### config.mk
export PLATFORM = sky130hd
export DESIGN_NAME = reg_bus_arbiter
export DESIGN_NICKNAME = d
export VERILOG_FILES = /design/src/rtl/reg_arb_pkg.sv /design/src/rtl/rr_arbiter.sv /design/src/rtl/reg_bus_arbiter.sv
export SDC_FILE = /design/constraint.sdc
export NUM_CORES = 1
export LEC_CHECK = 0
export ABC_AREA = 1
export BUFFER_PORTS_ARGS = -buffer_cell sky130_fd_sc_hd__buf_2
export CORE_UTILIZATION = 36
export CTS_BUF_LIST = sky130_fd_sc_hd__clkbuf_16
export CTS_CLUSTER_DIAMETER = 120
export DETAILED_ROUTE_END_ITERATION = 10
export PLACE_DENSITY = 0.79
export SYNTH_ARGS = -nofsm -noshare
export SYNTH_HDL_FRONTEND = slang
export SYNTH_SLANG_ARGS = --single-unit
export TNS_END_PERCENT = 5
### constraint.sdc
create_clock -name clk -period 1.7 [get_ports clk]
set_clock_uncertainty 0.05 [all_clocks]
set_input_delay 0.085 -clock clk [delete_from_list [all_inputs] [get_ports clk]]
set_output_delay 0.085 -clock clk [all_outputs]
set_load 0.01 [all_outputs]
### src/rtl/reg_arb_pkg.sv
// reg_arb_pkg: shared FSM state type and timeout read-data fill rule for reg_bus_arbiter
package reg_arb_pkg;
  typedef enum logic [1:0] {IDLE, ISSUE, WAIT_RSP, RESPOND} arb_state_e;
  localparam logic TIMEOUT_FILL = 1'b1;
endpackage

### src/rtl/rr_arbiter.sv
// rr_arbiter: combinational round-robin pick, searching upward from i_rr_ptr with wrap
module rr_arbiter #(
  parameter int NUM_REQ = 2
) (
  input  logic [NUM_REQ-1:0]         i_req_valid,
  input  logic [$clog2(NUM_REQ)-1:0] i_rr_ptr,
  output logic [NUM_REQ-1:0]         o_grant,
  output logic [$clog2(NUM_REQ)-1:0] o_idx,
  output logic                       o_any
);
  localparam int IW = $clog2(NUM_REQ);
  logic [IW-1:0] w_j;
  // Scan farthest-first so the nearest requester from the pointer overwrites the rest
  always_comb begin
    o_idx = '0;
    o_any = 1'b0;
    w_j = '0;
    for (int k = NUM_REQ - 1; k >= 0; k--) begin
      w_j = IW'((int'(i_rr_ptr) + k) % NUM_REQ);
      if (i_req_valid[w_j]) begin
        o_idx = w_j;
        o_any = 1'b1;
      end
    end
    o_grant = o_any ? (NUM_REQ'(1) << o_idx) : '0;
  end
endmodule

### src/rtl/reg_bus_arbiter.sv
// reg_bus_arbiter: round-robin sharing of the register-file port, one outstanding transaction.
// REG_ARB_TIMEOUT_EN adds a WAIT_RSP timeout that answers with all-ones data and rsp_err.
module reg_bus_arbiter
  import reg_arb_pkg::*;
#(
  parameter int NUM_REQ        = 2,
  parameter int ADDR_W         = 8,
  parameter int DATA_W         = 16,
  parameter int TIMEOUT_CYCLES = 16
) (
  input  logic                       clk,
  input  logic                       rst,
  input  logic [NUM_REQ-1:0]         req_valid,
  input  logic [NUM_REQ-1:0]         req_we,
  input  logic [NUM_REQ*ADDR_W-1:0]  req_addr,
  input  logic [NUM_REQ*DATA_W-1:0]  req_wdata,
  output logic [NUM_REQ-1:0]         req_ready,
  output logic [NUM_REQ-1:0]         rsp_valid,
  input  logic [NUM_REQ-1:0]         rsp_ready,
  output logic [DATA_W-1:0]          rsp_rdata,
  output logic                       rsp_err,
  output logic                       rf_cmd_valid,
  input  logic                       rf_cmd_ready,
  output logic                       rf_cmd_we,
  output logic [ADDR_W-1:0]          rf_cmd_addr,
  output logic [DATA_W-1:0]          rf_cmd_wdata,
  input  logic                       rf_rsp_valid,
  input  logic [DATA_W-1:0]          rf_rsp_rdata
);
  localparam int IW = $clog2(NUM_REQ);
  arb_state_e r_state, w_next;
  logic [IW-1:0] r_ptr, r_grant, w_idx;
  logic [NUM_REQ-1:0] w_gnt;
  logic w_any, w_timeout, r_we;
  logic [ADDR_W-1:0] r_addr;
  logic [DATA_W-1:0] r_wdata, r_rdata;
  logic [ADDR_W-1:0] w_addr [NUM_REQ];
  logic [DATA_W-1:0] w_wdata [NUM_REQ];

  for (genvar i = 0; i < NUM_REQ; i++) begin : g_slice
    assign w_addr[i]  = req_addr[i*ADDR_W +: ADDR_W];
    assign w_wdata[i] = req_wdata[i*DATA_W +: DATA_W];
  end

  rr_arbiter #(.NUM_REQ(NUM_REQ)) u_rr (
    .i_req_valid (req_valid),
    .i_rr_ptr    (r_ptr),
    .o_grant     (w_gnt),
    .o_idx       (w_idx),
    .o_any       (w_any)
  );

`ifdef REG_ARB_TIMEOUT_EN
  localparam int CW = $clog2(TIMEOUT_CYCLES + 1);
  logic [CW-1:0] r_cnt;
  logic r_err;
  // Held at zero outside WAIT_RSP, so it is always clear on entry
  always_ff @(posedge clk) begin
    if (rst || r_state != WAIT_RSP) r_cnt <= '0;
    else r_cnt <= r_cnt + CW'(1);
  end
  assign w_timeout = (r_state == WAIT_RSP) && !rf_rsp_valid && (r_cnt == CW'(TIMEOUT_CYCLES - 1));
  always_ff @(posedge clk) begin
    if (rst) r_err <= 1'b0;
    else if (r_state == WAIT_RSP && rf_rsp_valid) r_err <= 1'b0;
    else if (w_timeout) r_err <= 1'b1;
  end
  assign rsp_err = r_err;
`else
  assign w_timeout = 1'b0;
  assign rsp_err   = 1'b0;
`endif

  always_comb begin
    w_next = r_state;
    case (r_state)
      IDLE:     w_next = w_any ? ISSUE : IDLE;
      ISSUE:    w_next = rf_cmd_ready ? WAIT_RSP : ISSUE;
      WAIT_RSP: w_next = (rf_rsp_valid || w_timeout) ? RESPOND : WAIT_RSP;
      RESPOND:  w_next = rsp_ready[r_grant] ? IDLE : RESPOND;
      default:  w_next = IDLE;
    endcase
  end

  always_ff @(posedge clk) begin
    if (rst) begin
      r_state <= IDLE;
      r_ptr   <= '0;
      r_grant <= '0;
      r_we    <= 1'b0;
      r_addr  <= '0;
      r_wdata <= '0;
      r_rdata <= '0;
    end else begin
      r_state <= w_next;
      if (r_state == IDLE && w_any) begin
        r_grant <= w_idx;
        r_we    <= req_we[w_idx];
        r_addr  <= w_addr[w_idx];
        r_wdata <= w_wdata[w_idx];
      end
      if (r_state == WAIT_RSP && rf_rsp_valid) r_rdata <= rf_rsp_rdata;
      else if (w_timeout) r_rdata <= {DATA_W{TIMEOUT_FILL}};
      if (r_state == RESPOND && rsp_ready[r_grant])
        r_ptr <= (r_grant == IW'(NUM_REQ - 1)) ? '0 : r_grant + IW'(1);
    end
  end

  assign req_ready    = (r_state == IDLE) ? w_gnt : '0;
  assign rsp_valid    = (r_state == RESPOND) ? (NUM_REQ'(1) << r_grant) : '0;
  assign rsp_rdata    = r_rdata;
  assign rf_cmd_valid = (r_state == ISSUE);
  assign rf_cmd_we    = r_we;
  assign rf_cmd_addr  = r_addr;
  assign rf_cmd_wdata = r_wdata;
endmodule

After elaboration in Yosys (flattened, before gate mapping)
Index checks and enable logic that the tools add are counted.
{"block": "op_classes", "reduce_logical": 4, "n_addsub": 2, "n_eq_ne": 3, "muxes": 27, "order_cmp": 5, "shift": 2, "n_bitwise": 1}
{"op": "two-way mux 16 bit", "n": 3}
{"op": "two-way mux 8 bit", "n": 3}
{"op": "two-way mux 1 bit", "n": 15}
{"op": "two-way mux 2 bit", "n": 5}
{"op": "< comparator 1 x 2 -> 1 bit (second input constant)", "n": 4}
{"op": "one-hot mux 2 bit (4 select lines)", "n": 1}
{"op": "equality test 2 bit (second input constant)", "n": 2}
{"op": "<< shifter 1 x 1 -> 2 bit (first input constant)", "n": 2}
{"op": "logical AND 1 bit", "n": 3}
{"op": "adder 1 bit (second input constant)", "n": 2}
{"op": "equality test 2 x 1 -> 1 bit (second input constant)", "n": 1}
{"op": ">= comparator 2 bit (second input constant)", "n": 1}
{"op": "logical NOT 2 bit", "n": 1}
{"op": "inverter 1 -> 2 bit", "n": 1}
{"block": "totals", "ff_bits": 45, "input_bits": 74, "wordCells": 51}

Longest topological paths before layout
{"block": "depth", "ltp_word": 9, "ltp_mapped": 7, "ltp_nobuf": 6}

Cells and area by module
From an unflattened synthesis, not the netlist that was laid out.
{"block": "unflattened", "cells_unflattened": 307, "area_unflattened_um2": 2203.4}
{"mod": "reg_bus_arbiter", "n_inst": 1, "seq_area_each_um2": 900.9, "cells_each": 300, "area_each_um2": 2173.3}
{"mod": "rr_arbiter", "n_inst": 1, "seq_area_each_um2": 0.0, "cells_each": 7, "area_each_um2": 30.0}

Worst setup path after synthesis
Ideal clock, no wire load.
{"block": "synth_path", "path_kind": "register -> register", "startpoint": "register r_state[1]", "endpoint": "register r_wdata[10] (netlist: rf_cmd_wdata[10])", "setup_ns": 0.110, "period_less_slack_ns": 1.185, "arrival_ns": 1.025, "stages_incl_launch_ff": 8, "setup_slack_ns": 0.515, "required_time_ns": 1.540, "cell_sequence": "dfxtp_1 -> nor2_4 -> o21ai_4 -> buf_4 -> nand2_1 -> nand3_1 -> nand2_1 -> inv_1"}
{"block": "synth_between", "elab_chain_cells": 2}
{"item": "from (decl)", "line": "reg_bus_arbiter.sv:31", "rtl": "arb_state_e r_state, w_next;"}
{"item": "from (signal assigned)", "line": "reg_bus_arbiter.sv:95", "rtl": "r_state <= w_next;"}
{"item": "logical NOT 2 bit", "line": "reg_bus_arbiter.sv:96", "rtl": "if (r_state == IDLE && w_any) begin"}
{"item": "logical AND 1 bit", "line": "reg_bus_arbiter.sv:96"}
{"item": "to (signal assigned)", "line": "reg_bus_arbiter.sv:100", "rtl": "r_wdata <= w_wdata[w_idx];"}
{"item": "to (decl)", "line": "reg_bus_arbiter.sv:36", "rtl": "logic [DATA_W-1:0] r_wdata, r_rdata;"}
No other way between the ends.
A chain may end at the register's enable or synchronous reset.

Final worst setup path
{"block": "layout_path", "startpoint": "register r_state[1]", "endpoint": "output req_ready[1]"}
{"block": "layout_between", "elab_chain_cells": 2}
{"item": "logical NOT 2 bit", "line": "reg_bus_arbiter.sv:109", "rtl": "assign req_ready = (r_state == IDLE) ? w_gnt : '0;"}
{"item": "two-way mux 2 bit", "line": "reg_bus_arbiter.sv:109"}
{"item": "to (decl)", "line": "reg_bus_arbiter.sv:17", "rtl": "output logic [NUM_REQ-1:0] req_ready,"}
No other way between the ends.

==> results.cfg <==
[min_path]
hold_path.class = input port to register
hold_end = rsp_rdata[4]
worstHoldStart = rf_rsp_rdata[4]
hold-path-cell-count = 3

[synth]
async_flop_share_pct = 0
synth_edf_count = 0
yosysMostFrequentCell = nand2_1
yosysUniqueCellTypes = 19
syn_area_sq_um = 2100
ys_top_cells_by_area = dfxtp_1 (43%), nand3_1 (12%), nand2_1 (11%), nand4_1 (7.5%), nor2_1 (6.8%)
synthCells = 304
synth_top_area_share_pct = 43.0
yosysWarnings = 0
ys_ff_latch = 45
synth_top_area_cell = dfxtp_1
synth.avg_cell_area_sq_um = 6.90
synthTopCellsByCount = nand2_1 (63), nand3_1 (50), dfxtp_1 (45)
yosysSeqAreaShare_pct = 43.0
syn_nets = 378
synth_ff_type = dfxtp_1

[global_route]
grt.overflow.total = 0
grt_max_degree = 33
grt_pass1_vias = 2082
grt_usage_pct = 18.9
grt_pass1_wl_um = 9180
antenna_found_initial = 0

[finish]
multi_input_area_sq_um = 956
drive_gt1_share_pct = 32.8
fin_nets = 497
num_antenna_cells = 0
final.fill_count = 560
syn_to_final_growth_pct = 40.3
seq_area_sq_um = 901

[route]
vias = 2346
avgRoutedWirePerCell_um = 11.2
dr.first_iter.drc_count = 71
ant_nets = 0
drc = 0
vias_per_cell = 4.73
firstDrtPassIters = 4
totalWireLength_um = 5560

[sta]
setup_viol = 0
worst_pin_slew_ps = 679
finalSetupTns_ps = 0
rsz0062_at_grt = no
period_needed_ps = 1560
finalHoldViolations = 0
final.period_utilization_pct = 92.0
max_freq_mhz = 639
layout_setup_ws_ps = 136
relSlewSlack_pct = 54.6
slew_viol_final = 0

[floorplanning]
fp.dieH_um = 78.3
start_util_pct = 37.6
pin_count = 121
dieArea_sq_um = 6130
core_sq_um = 5570
fp.dieW_um = 78.3
rows = 27

[cts]
htreeDepth = 2
clock-root-buffer = clkbuf_16
clkLatencyLatePin_ps = 280
cts_tree = yes
numCtsBuffers = 5
clockBufferDepth = 2
post_cts_resize_count = 0
cts_setup_buffers = 0
clk_pin_slew_worst_paths_ps = 60
cts_hold_buffers = 5
clock_sinks = 45

[pwr]
power.density_nw_per_um2 = 905
peakVddDrop_uv = 624
leakagePower_uw = 0.00166

[setup_path]
rr_worst_depth = 4
r2r-end = rsp_rdata[1]
cp-end-kind = primary output
worstPathArrival_ps = 1430
reg2reg_from = r_state[1]
critical_path.max_fanout = 32
startpoint_type = register
worstPathRequired_ps = 1560
regToRegSetupSlack_ps = 330
path_class = register to primary output

[place]
portBuffers = 119
gp_congestion = 0.769
place_hpwl_um = 4100
pre_cts_ws_ps = 303

[job]
drv_cap = 0

[run_status]
outcome = finished clean
-- cell type report --
type	count	area share [%]
Tap cell	72	3.06
Clock buffer	5	4.25
Clock inverter	3	0.425
Multi-Input combinational cell	203	32.5
Timing Repair Buffer	133	24.7
Inverter	35	4.47
Sequential cell	45	30.6
-- worst max-delay path by stage --
stage / start / end / slack, ps / depth (start not counted)
2_1_floorplan: r_state[1] / rf_cmd_wdata[10] / 520 / 7
3_3_place_gp: r_state[1] / rsp_rdata[11] / 390 / 4
3_5_place_dp: r_state[1] / rsp_rdata[1] / 300 / 4
4_1_cts: r_state[1] / req_ready[1] / 120 / 5
5_1_grt: r_state[1] / req_ready[1] / 30 / 5
6_report: r_state[1] / req_ready[1] / 140 / 5
-- critical path, cell delays in order (launching register included) --
cell and delay, ps:
dfxtp_1 370, nor2_4 170, buf_4 320, nand2_1 120
inv_1 60, buf_2 120
-- sequential cells by signal, indices dropped and copies added (netlist names) --
name / count
rf_cmd_we: 1
rf_cmd_wdata: 16
r_ptr: 1
rsp_rdata: 16
r_grant: 1
r_state: 2
rf_cmd_addr: 8
-- per-layer routing --
metal  wire length, um  up-vias  global-route usage (%)
li1                  -     1224                       -
met1              2300     1009                    20.7
met2              2700      107                    33.8
met3               530        6                    6.98
met4                34        0                    5.56
met5                 0        -                       0
-- through the flow --
step	hold WS (ps)	util (%)	area (sq um)	power [uW]	instances
after floorplan	104	-	2100	1560	304
after global placement	271	49.4	2750	1770	483
after detailed placement	268	49.4	2750	1780	483
after CTS	0.0337	52.8	2940	2700	496
after global routing	9.74	52.8	2940	2830	496
final	7.00	52.8	2940	2660	496
-- cells by family after synthesis --
| logic type | synth area share, % |
|---|---|
| AO/OA/AOI/OAI | 6.92 |
| buffers and inverters | 11.5 |
| flip-flops | 43.0 |
| other | 0.179 |
| AND/OR/NAND/NOR | 38.5 |
-- placed cells by master, fill, tap and decap left out, drive strengths merged --
cell	instances
nand2	63
nor2	39
clkinv	3
dlygate4sd3	5
conb	1
dfxtp	45
buf	128
o21ai	18
clkbuf	5
inv	35
a21boi	1
nand4	25
nand3	51
a21oi	5
-- report_power, final --
part           internal (uW)  total, uW  switching [uW]
Clock                    531        899             368
Sequential              1130       1180            43.4
Combinational            249        587             338
Total                   1910       2660             750
No activity file was read; power rests on OpenSTA's default activity.
